`config.mk`:
```
export PLATFORM = sky130hd
export DESIGN_NAME = plot_writer
export DESIGN_NICKNAME = d
export VERILOG_FILES = /design/src/rtl/plot_writer_pkg.sv /design/src/rtl/sync_fifo.sv /design/src/rtl/plot_writer.sv
export SDC_FILE = /design/constraint.sdc
export NUM_CORES = 1
export LEC_CHECK = 0
export ABC_AREA = 1
export CAP_MARGIN = 10
export CORE_MARGIN = 3
export CORE_UTILIZATION = 56
export DETAILED_ROUTE_END_ITERATION = 7
export GPL_TIMING_DRIVEN = 1
export PLACE_DENSITY = 0.76
export REMOVE_ABC_BUFFERS = 1
export SKIP_CTS_REPAIR_TIMING = 1
export SLEW_MARGIN = 20
export SYNTH_ARGS = -nofsm -noshare
export SYNTH_HDL_FRONTEND = slang
export SYNTH_HIERARCHICAL = 1
export SYNTH_SLANG_ARGS = --single-unit
```
`constraint.sdc`:
```
create_clock -name clk -period 3 [get_ports clk]
set_input_delay 0.3 -clock clk [delete_from_list [all_inputs] [get_ports clk]]
set_output_delay 0.3 -clock clk [all_outputs]
set_load 0.005 [all_outputs]
```
`src/rtl/plot_writer_pkg.sv`:
```
// Shared display constants and the plot writer state encoding.
package plot_writer_pkg;

  localparam int unsigned SCR_W     = 160;
  localparam int unsigned SCR_H     = 120;
  localparam int unsigned PIX_COUNT = SCR_W * SCR_H;
  localparam int unsigned ADDR_W    = 15;
  localparam int unsigned X_W       = 8;
  localparam int unsigned Y_W       = 7;
  localparam int unsigned COLOUR_W  = 3;

  typedef enum logic {
    StNormal = 1'b0,
    StClear  = 1'b1
  } state_e;

  // y*160 + x without a multiplier: 160 = 128 + 32.
  function automatic logic [ADDR_W-1:0] pix_addr_160(logic [Y_W-1:0] y, logic [X_W-1:0] x);
    logic [ADDR_W-1:0] y_ext;
    logic [ADDR_W-1:0] x_ext;
    y_ext = {{(ADDR_W - Y_W){1'b0}}, y};
    x_ext = {{(ADDR_W - X_W){1'b0}}, x};
    return (y_ext << 7) + (y_ext << 5) + x_ext;
  endfunction

endpackage

```
`src/rtl/sync_fifo.sv`:
```
// Single-clock show-ahead FIFO; a push while full is accepted only alongside a pop.
module sync_fifo #(
  parameter int unsigned WIDTH = 18,
  parameter int unsigned DEPTH = 8
) (
  input  logic             clk_i,
  input  logic             rst_i,
  input  logic             push_i,
  input  logic             pop_i,
  input  logic [WIDTH-1:0] wdata_i,
  output logic [WIDTH-1:0] rdata_o,
  output logic             full_o,
  output logic             empty_o
);

  localparam int unsigned PtrW = (DEPTH > 1) ? $clog2(DEPTH) : 1;
  localparam int unsigned CntW = PtrW + 1;

  logic [WIDTH-1:0] mem_q [DEPTH];
  logic [PtrW-1:0]  wr_ptr_q, rd_ptr_q;
  logic [CntW-1:0]  count_q;
  logic             push_ok, pop_ok;

  assign empty_o = (count_q == '0);
  assign full_o  = (count_q == CntW'(DEPTH));
  assign pop_ok  = pop_i & ~empty_o;
  assign push_ok = push_i & (~full_o | pop_ok);
  assign rdata_o = mem_q[rd_ptr_q];

  // Storage array; contents need no reset because count gates visibility.
  always_ff @(posedge clk_i) begin
    if (push_ok) begin
      mem_q[wr_ptr_q] <= wdata_i;
    end
  end

  // Pointers and occupancy; pointers wrap naturally since DEPTH is a power of two.
  always_ff @(posedge clk_i) begin
    if (rst_i) begin
      wr_ptr_q <= '0;
      rd_ptr_q <= '0;
      count_q  <= '0;
    end else begin
      if (push_ok) begin
        wr_ptr_q <= wr_ptr_q + 1'b1;
      end
      if (pop_ok) begin
        rd_ptr_q <= rd_ptr_q + 1'b1;
      end
      unique case ({push_ok, pop_ok})
        2'b10:   count_q <= count_q + 1'b1;
        2'b01:   count_q <= count_q - 1'b1;
        default: count_q <= count_q;
      endcase
    end
  end

endmodule

```
`src/rtl/plot_writer.sv`:
```
// Pixel-plot queue in front of a framebuffer write port, with a full-screen clear engine.
module plot_writer #(
  parameter int unsigned DEPTH = 8,
  parameter int unsigned SCR_W = 160,
  parameter int unsigned SCR_H = 120
) (
  input  logic        clk,
  input  logic        rst,
  input  logic        plot_in,
  input  logic [7:0]  x_in,
  input  logic [6:0]  y_in,
  input  logic [2:0]  colour_in,
  input  logic        clear_start,
  input  logic [2:0]  clear_colour,
  input  logic        fb_ready,
  output logic        fb_we,
  output logic [14:0] fb_addr,
  output logic [2:0]  fb_colour,
  output logic        full,
  output logic        empty,
  output logic        clearing,
  output logic        clear_done,
  output logic [7:0]  drop_count,
  output logic        range_err
);

  import plot_writer_pkg::*;

  localparam int unsigned EntryW = ADDR_W + COLOUR_W;
  localparam logic [ADDR_W-1:0] LastAddr = ADDR_W'(SCR_W * SCR_H - 1);

  state_e              state_q;
  logic [ADDR_W-1:0]   clr_addr_q;
  logic [COLOUR_W-1:0] clr_colour_q;
  logic                clear_done_q;
  logic [7:0]          drop_count_q;
  logic                range_err_q;

  logic [ADDR_W-1:0]   in_addr;
  logic                in_range;
  logic                push, pop, drop;
  logic [EntryW-1:0]   head;
  logic                fifo_full, fifo_empty;

  // Linear address of the incoming request.
  if (SCR_W == 160) begin : g_addr_shift
    assign in_addr = pix_addr_160(y_in, x_in);
  end else begin : g_addr_mul
    assign in_addr = ADDR_W'(32'(y_in) * SCR_W + 32'(x_in));
  end

  assign in_range = (32'(x_in) < SCR_W) && (32'(y_in) < SCR_H);
  assign pop      = (state_q == StNormal) & ~fifo_empty & fb_ready;
  assign push     = plot_in & in_range & (~fifo_full | pop);
  assign drop     = plot_in & in_range & fifo_full & ~pop;

  sync_fifo #(
    .WIDTH (EntryW),
    .DEPTH (DEPTH)
  ) u_fifo (
    .clk_i   (clk),
    .rst_i   (rst),
    .push_i  (push),
    .pop_i   (pop),
    .wdata_i ({in_addr, colour_in}),
    .rdata_o (head),
    .full_o  (fifo_full),
    .empty_o (fifo_empty)
  );

  // NORMAL drains the queue; CLEAR sweeps every pixel while the queue keeps filling.
  always_ff @(posedge clk) begin
    if (rst) begin
      state_q      <= StNormal;
      clr_addr_q   <= '0;
      clr_colour_q <= '0;
      clear_done_q <= 1'b0;
    end else begin
      clear_done_q <= 1'b0;
      unique case (state_q)
        StNormal: begin
          if (clear_start) begin
            state_q      <= StClear;
            clr_addr_q   <= '0;
            clr_colour_q <= clear_colour;
          end
        end
        StClear: begin
          if (fb_ready) begin
            if (clr_addr_q == LastAddr) begin
              state_q      <= StNormal;
              clr_addr_q   <= '0;
              clear_done_q <= 1'b1;
            end else begin
              clr_addr_q <= clr_addr_q + 1'b1;
            end
          end
        end
        default: state_q <= StNormal;
      endcase
    end
  end

  // Overflow counter saturates; range error is sticky until reset.
  always_ff @(posedge clk) begin
    if (rst) begin
      drop_count_q <= '0;
      range_err_q  <= 1'b0;
    end else begin
      if (drop && (drop_count_q != 8'hFF)) begin
        drop_count_q <= drop_count_q + 1'b1;
      end
      if (plot_in && !in_range) begin
        range_err_q <= 1'b1;
      end
    end
  end

  // Write port mux: clear engine owns the port while clearing, otherwise the queue head.
  always_comb begin
    fb_we     = ~fifo_empty;
    fb_addr   = head[EntryW-1:COLOUR_W];
    fb_colour = head[COLOUR_W-1:0];
    if (state_q == StClear) begin
      fb_we     = 1'b1;
      fb_addr   = clr_addr_q;
      fb_colour = clr_colour_q;
    end
  end

  assign full       = fifo_full;
  assign empty      = fifo_empty;
  assign clearing   = (state_q == StClear);
  assign clear_done = clear_done_q;
  assign drop_count = drop_count_q;
  assign range_err  = range_err_q;

endmodule

```
==> results of run 1 <==
[worst max-delay path, stage by stage, from the launching register on]
cell,delay (ns)
dfxtp_2,0.55
buf_6,0.29
o21ai_0,0.14
o22ai_1,0.20
nand2_1,0.08
nand2_1,0.15
nand2_1,0.07
o21ai_0,0.12
clkdlybuf4s50_1,0.55
[state kept, by name, indices dropped and copies added (netlist names), named ones only]
register and flops:
u_fifo/mem_q 144, clr_addr_q 15, drop_count 8, u_fifo/count_q 4, clr_colour_q 3, u_fifo/rd_ptr_q 3
u_fifo/wr_ptr_q 3, clear_done 1, clearing 1, range_err 1
[per-stage QoR]
stage	hold WS (ns)	instances	setup TNS [ns]
4_1_cts	0.445	1083	-0.0123
2_1_floorplan	0.362	792	-2.22
3_5_place_dp	0.477	1051	0
6_report	0.458	1083	0
5_1_grt	0.470	1083	-0.000649
3_3_place_gp	0.444	1051	0
[cells by family (layout without fill, tap and decap cells)]
| group | after synthesis | after routing |
|---|---|---|
| buffers and inverters | 95 | 171 |
| muxes | 36 | 36 |
| adders and majority gates | 22 | 22 |
| and+or+nand+nor | 324 | 324 |
| DFF | 186 | 186 |
| AOI/OAI and AO/OA | 148 | 148 |
| xor gates and xnor gates | 12 | 12 |
[area by class of cell]
cell class,instances,area [um2]
clock buffer,23,484
clock inverter,9,63.8
fill,1082,4800
inverter,64,243
multi-input combinational,542,3050
sequential,186,5170
tap,184,230
timing repair buffer,75,826
[final timing paths]
kind,to,cells past startpoint,from
hold reg to reg,u_fifo/rd_ptr_q[2],2,u_fifo/rd_ptr_q[2]
hold / removal,clr_colour_q[2],3,clear_colour[2]
setup / recovery,fb_addr[5],8,register
setup reg to reg,u_fifo/count_q[3],16,u_fifo/count_q[3]
[power by group through the flow]
stage	sequential, mW	clock, mW	combinational, mW
after floorplan	3.09	0	0.632
after global placement	3.05	0	1.13
after detailed placement	3.06	0	1.18
after CTS	3.00	2.11	1.19
after global routing	3.01	2.22	1.31
final	3.00	2.08	1.19
[layer usage]
metal	up-vias	wire length [um]
li1	2977	-
met1	3025	8360
met2	175	9870
met3	29	822
met4	0	382
met5	-	0
[cells in the final DEF (no fill, tap or decap), types with 4 or more instances in the layout]
master / instances
xor2_1: 10
buf_12: 9
nand3_2: 7
nand2_2: 13
edfxtp_1: 144
inv_1: 57
clkdlybuf4s50_1: 57
nand2_1: 175
nand3_1: 27
nor2_4: 8
o21ai_0: 64
ha_1: 19
nand4_1: 6
mux2i_1: 36
inv_2: 4
nor2_1: 79
a21oi_2: 9
clkbuf_16: 18
clkbuf_4: 4
a21oi_1: 31
buf_4: 7
o22ai_1: 36
dfxtp_1: 40
==> summary.txt, run 1 <==
Placement
  • Post-DP HPWL: 12,400 um
  • Pre-CTS setup slack: 0.121 ns
  • Placed Area: 9510 um2
  • IO buf count: 57
  • Final GP Congestion: 0.869

Pwr
  • Cell Pwr Density: 623 nW/um2
  • LEAKAGE: 3.64 nW
  • Internal Pwr Total: 4.56 mW
  • Sw Ratio: 0.273
  • Switch Pwr: 1.71 mW
  • Logic pwr share: 0.190
  • Peak VDD IR: 0.000482 V
  • Final Power: 6.27 mW
  • Seq pwr share: 0.479
  • Clock power share: 0.332

Route
  • Drt initial violations: 690
  • DRC viols: 0
  • Via density per instance: 5.73
  • Post-route antenna net violation count: 0
  • TritonRoute pass-1 iters: 7
  • Avg WL per Cell: 18.0 um
  • Drt total wl: 19,400 um
  • DR vias: 6,206

CTS
  • Clock Root Buffer: clkbuf_16
  • Clock transition at the registers of the reported paths: 0.07 ns
  • Num CTS Buffers: 17
  • H-Tree Depth: 4
  • Worst-skew pair later-pin latency: 0.43 ns
  • CTS tree: done
  • Sink Count: 186
  • Max Root-Sink Buffers: 2

Worst hold path
  • Worst Hold Class: in2reg

Final layout
  • Layout Utilization: 0.677
  • Ant diodes: 0
  • Nets@finish: 934
  • Synth-to-layout area growth: 16.1%
  • Fraction of layout cells with a size suffix above 1: 0.111
  • Cell area after layout: 10,100 um2

Timing
  • Final period utilization: 0.964
  • Tmin final: 2.89 ns
  • Slew Viols, Final: 0
  • RSZ-0062 raised after global routing: yes
  • Max-slew headroom: 0.507
  • # setup viols final: 0
  • Final Hold Viols: 0
  • Worst Skew: 0.0102 ns
  • Fmax achieved: 346 MHz
  • Final worst setup slack: 0.108 ns
  • Worst slew pin tran: 0.735 ns

Run status
  • Status: completed

Synthesis
  • Top-count cell post-synth: nand2_1
  • Adder-cell share of the synthesized area: 0.0343
  • Post-synthesis sequential area ratio: 0.596
  • Count of different cell masters after synthesis: 38
  • Simple-Gate Fraction of Synth Area: 0.168
  • Top-area cell type share of the netlist area: 0.499
  • Commonest cells post-synth: nand2_1 (175), edfxtp_1 (144), nor2_1 (79)
  • Xor/xnor share of the synthesized area: 0.0121
  • Mapped Avg Cell Area: 10.5 um2
  • Main combinational cell family by area after synthesis: simple AND/OR/NAND/NOR gates
  • Post-synth EDFFs: 144
  • Synth top area cells: edfxtp_1 (50%), dfxtp_1 (9.7%), nand2_1 (7.6%)
  • Post-synthesis cell count: 823
  • Post-synth top area cell: edfxtp_1
  • FF+latch count, synth: 186
  • Async S/R FF share, synth: 0
  • Top FF cell, synth: edfxtp_1
  • Post-synthesis compound-gate area fraction: 0.0960
  • Warnings, synthesis: 6
  • Post-synthesis mux area share: 0.0416
  • Mapped cell area: 8670 um2

GRT
  • Total GRT Usage: 0.235
  • Busiest layer in global routing: met2
  • Largest net degree at the start of global routing: 53
  • First-pass GRT wire length: 30,400 um
  • Gr ovfl total: 0
  • GR Util met2: 0.407
  • Vias in the first global route: 6,129
  • Met1 usage: 0.294
  • Initial antenna violation count: 0
  • GRT met3 Usage: 0.0492

Floorplan
  • I/O pins: 58
  • Starting density of the core: 0.583
  • DIE WIDTH: 130 um
  • Row count: 44
  • Core ar.: 14,900 um2
  • Die area: 17,000 um2
  • Die Y: 130 um

Worst setup path
  • Startpoint Class: register
  • Worst Setup End Kind: output port
  • WP data arrival: 2.59 ns
  • Worst path required time: 2.70 ns
  • Critical path peak fanout: 22
  • Critical path class: reg2out
  • Reg2Reg Setup Slack: 0.48 ns

Run
  • Max-cap violations: 0
Power figures use the tool's default switching activity.
==> run 2: changes to the inputs <==
--- a/config.mk
+++ b/config.mk
@@ -6,7 +6,6 @@
 export NUM_CORES = 1
 export LEC_CHECK = 0
 export ABC_AREA = 1
-export CAP_MARGIN = 10
 export CORE_MARGIN = 3
 export CORE_UTILIZATION = 56
 export DETAILED_ROUTE_END_ITERATION = 7
@@ -19,3 +18,4 @@
 export SYNTH_HDL_FRONTEND = slang
 export SYNTH_HIERARCHICAL = 1
 export SYNTH_SLANG_ARGS = --single-unit
+export TNS_END_PERCENT = 30
==> results of run 2 <==
No change in the layout: final DEF, timing and power equal those of run 1.
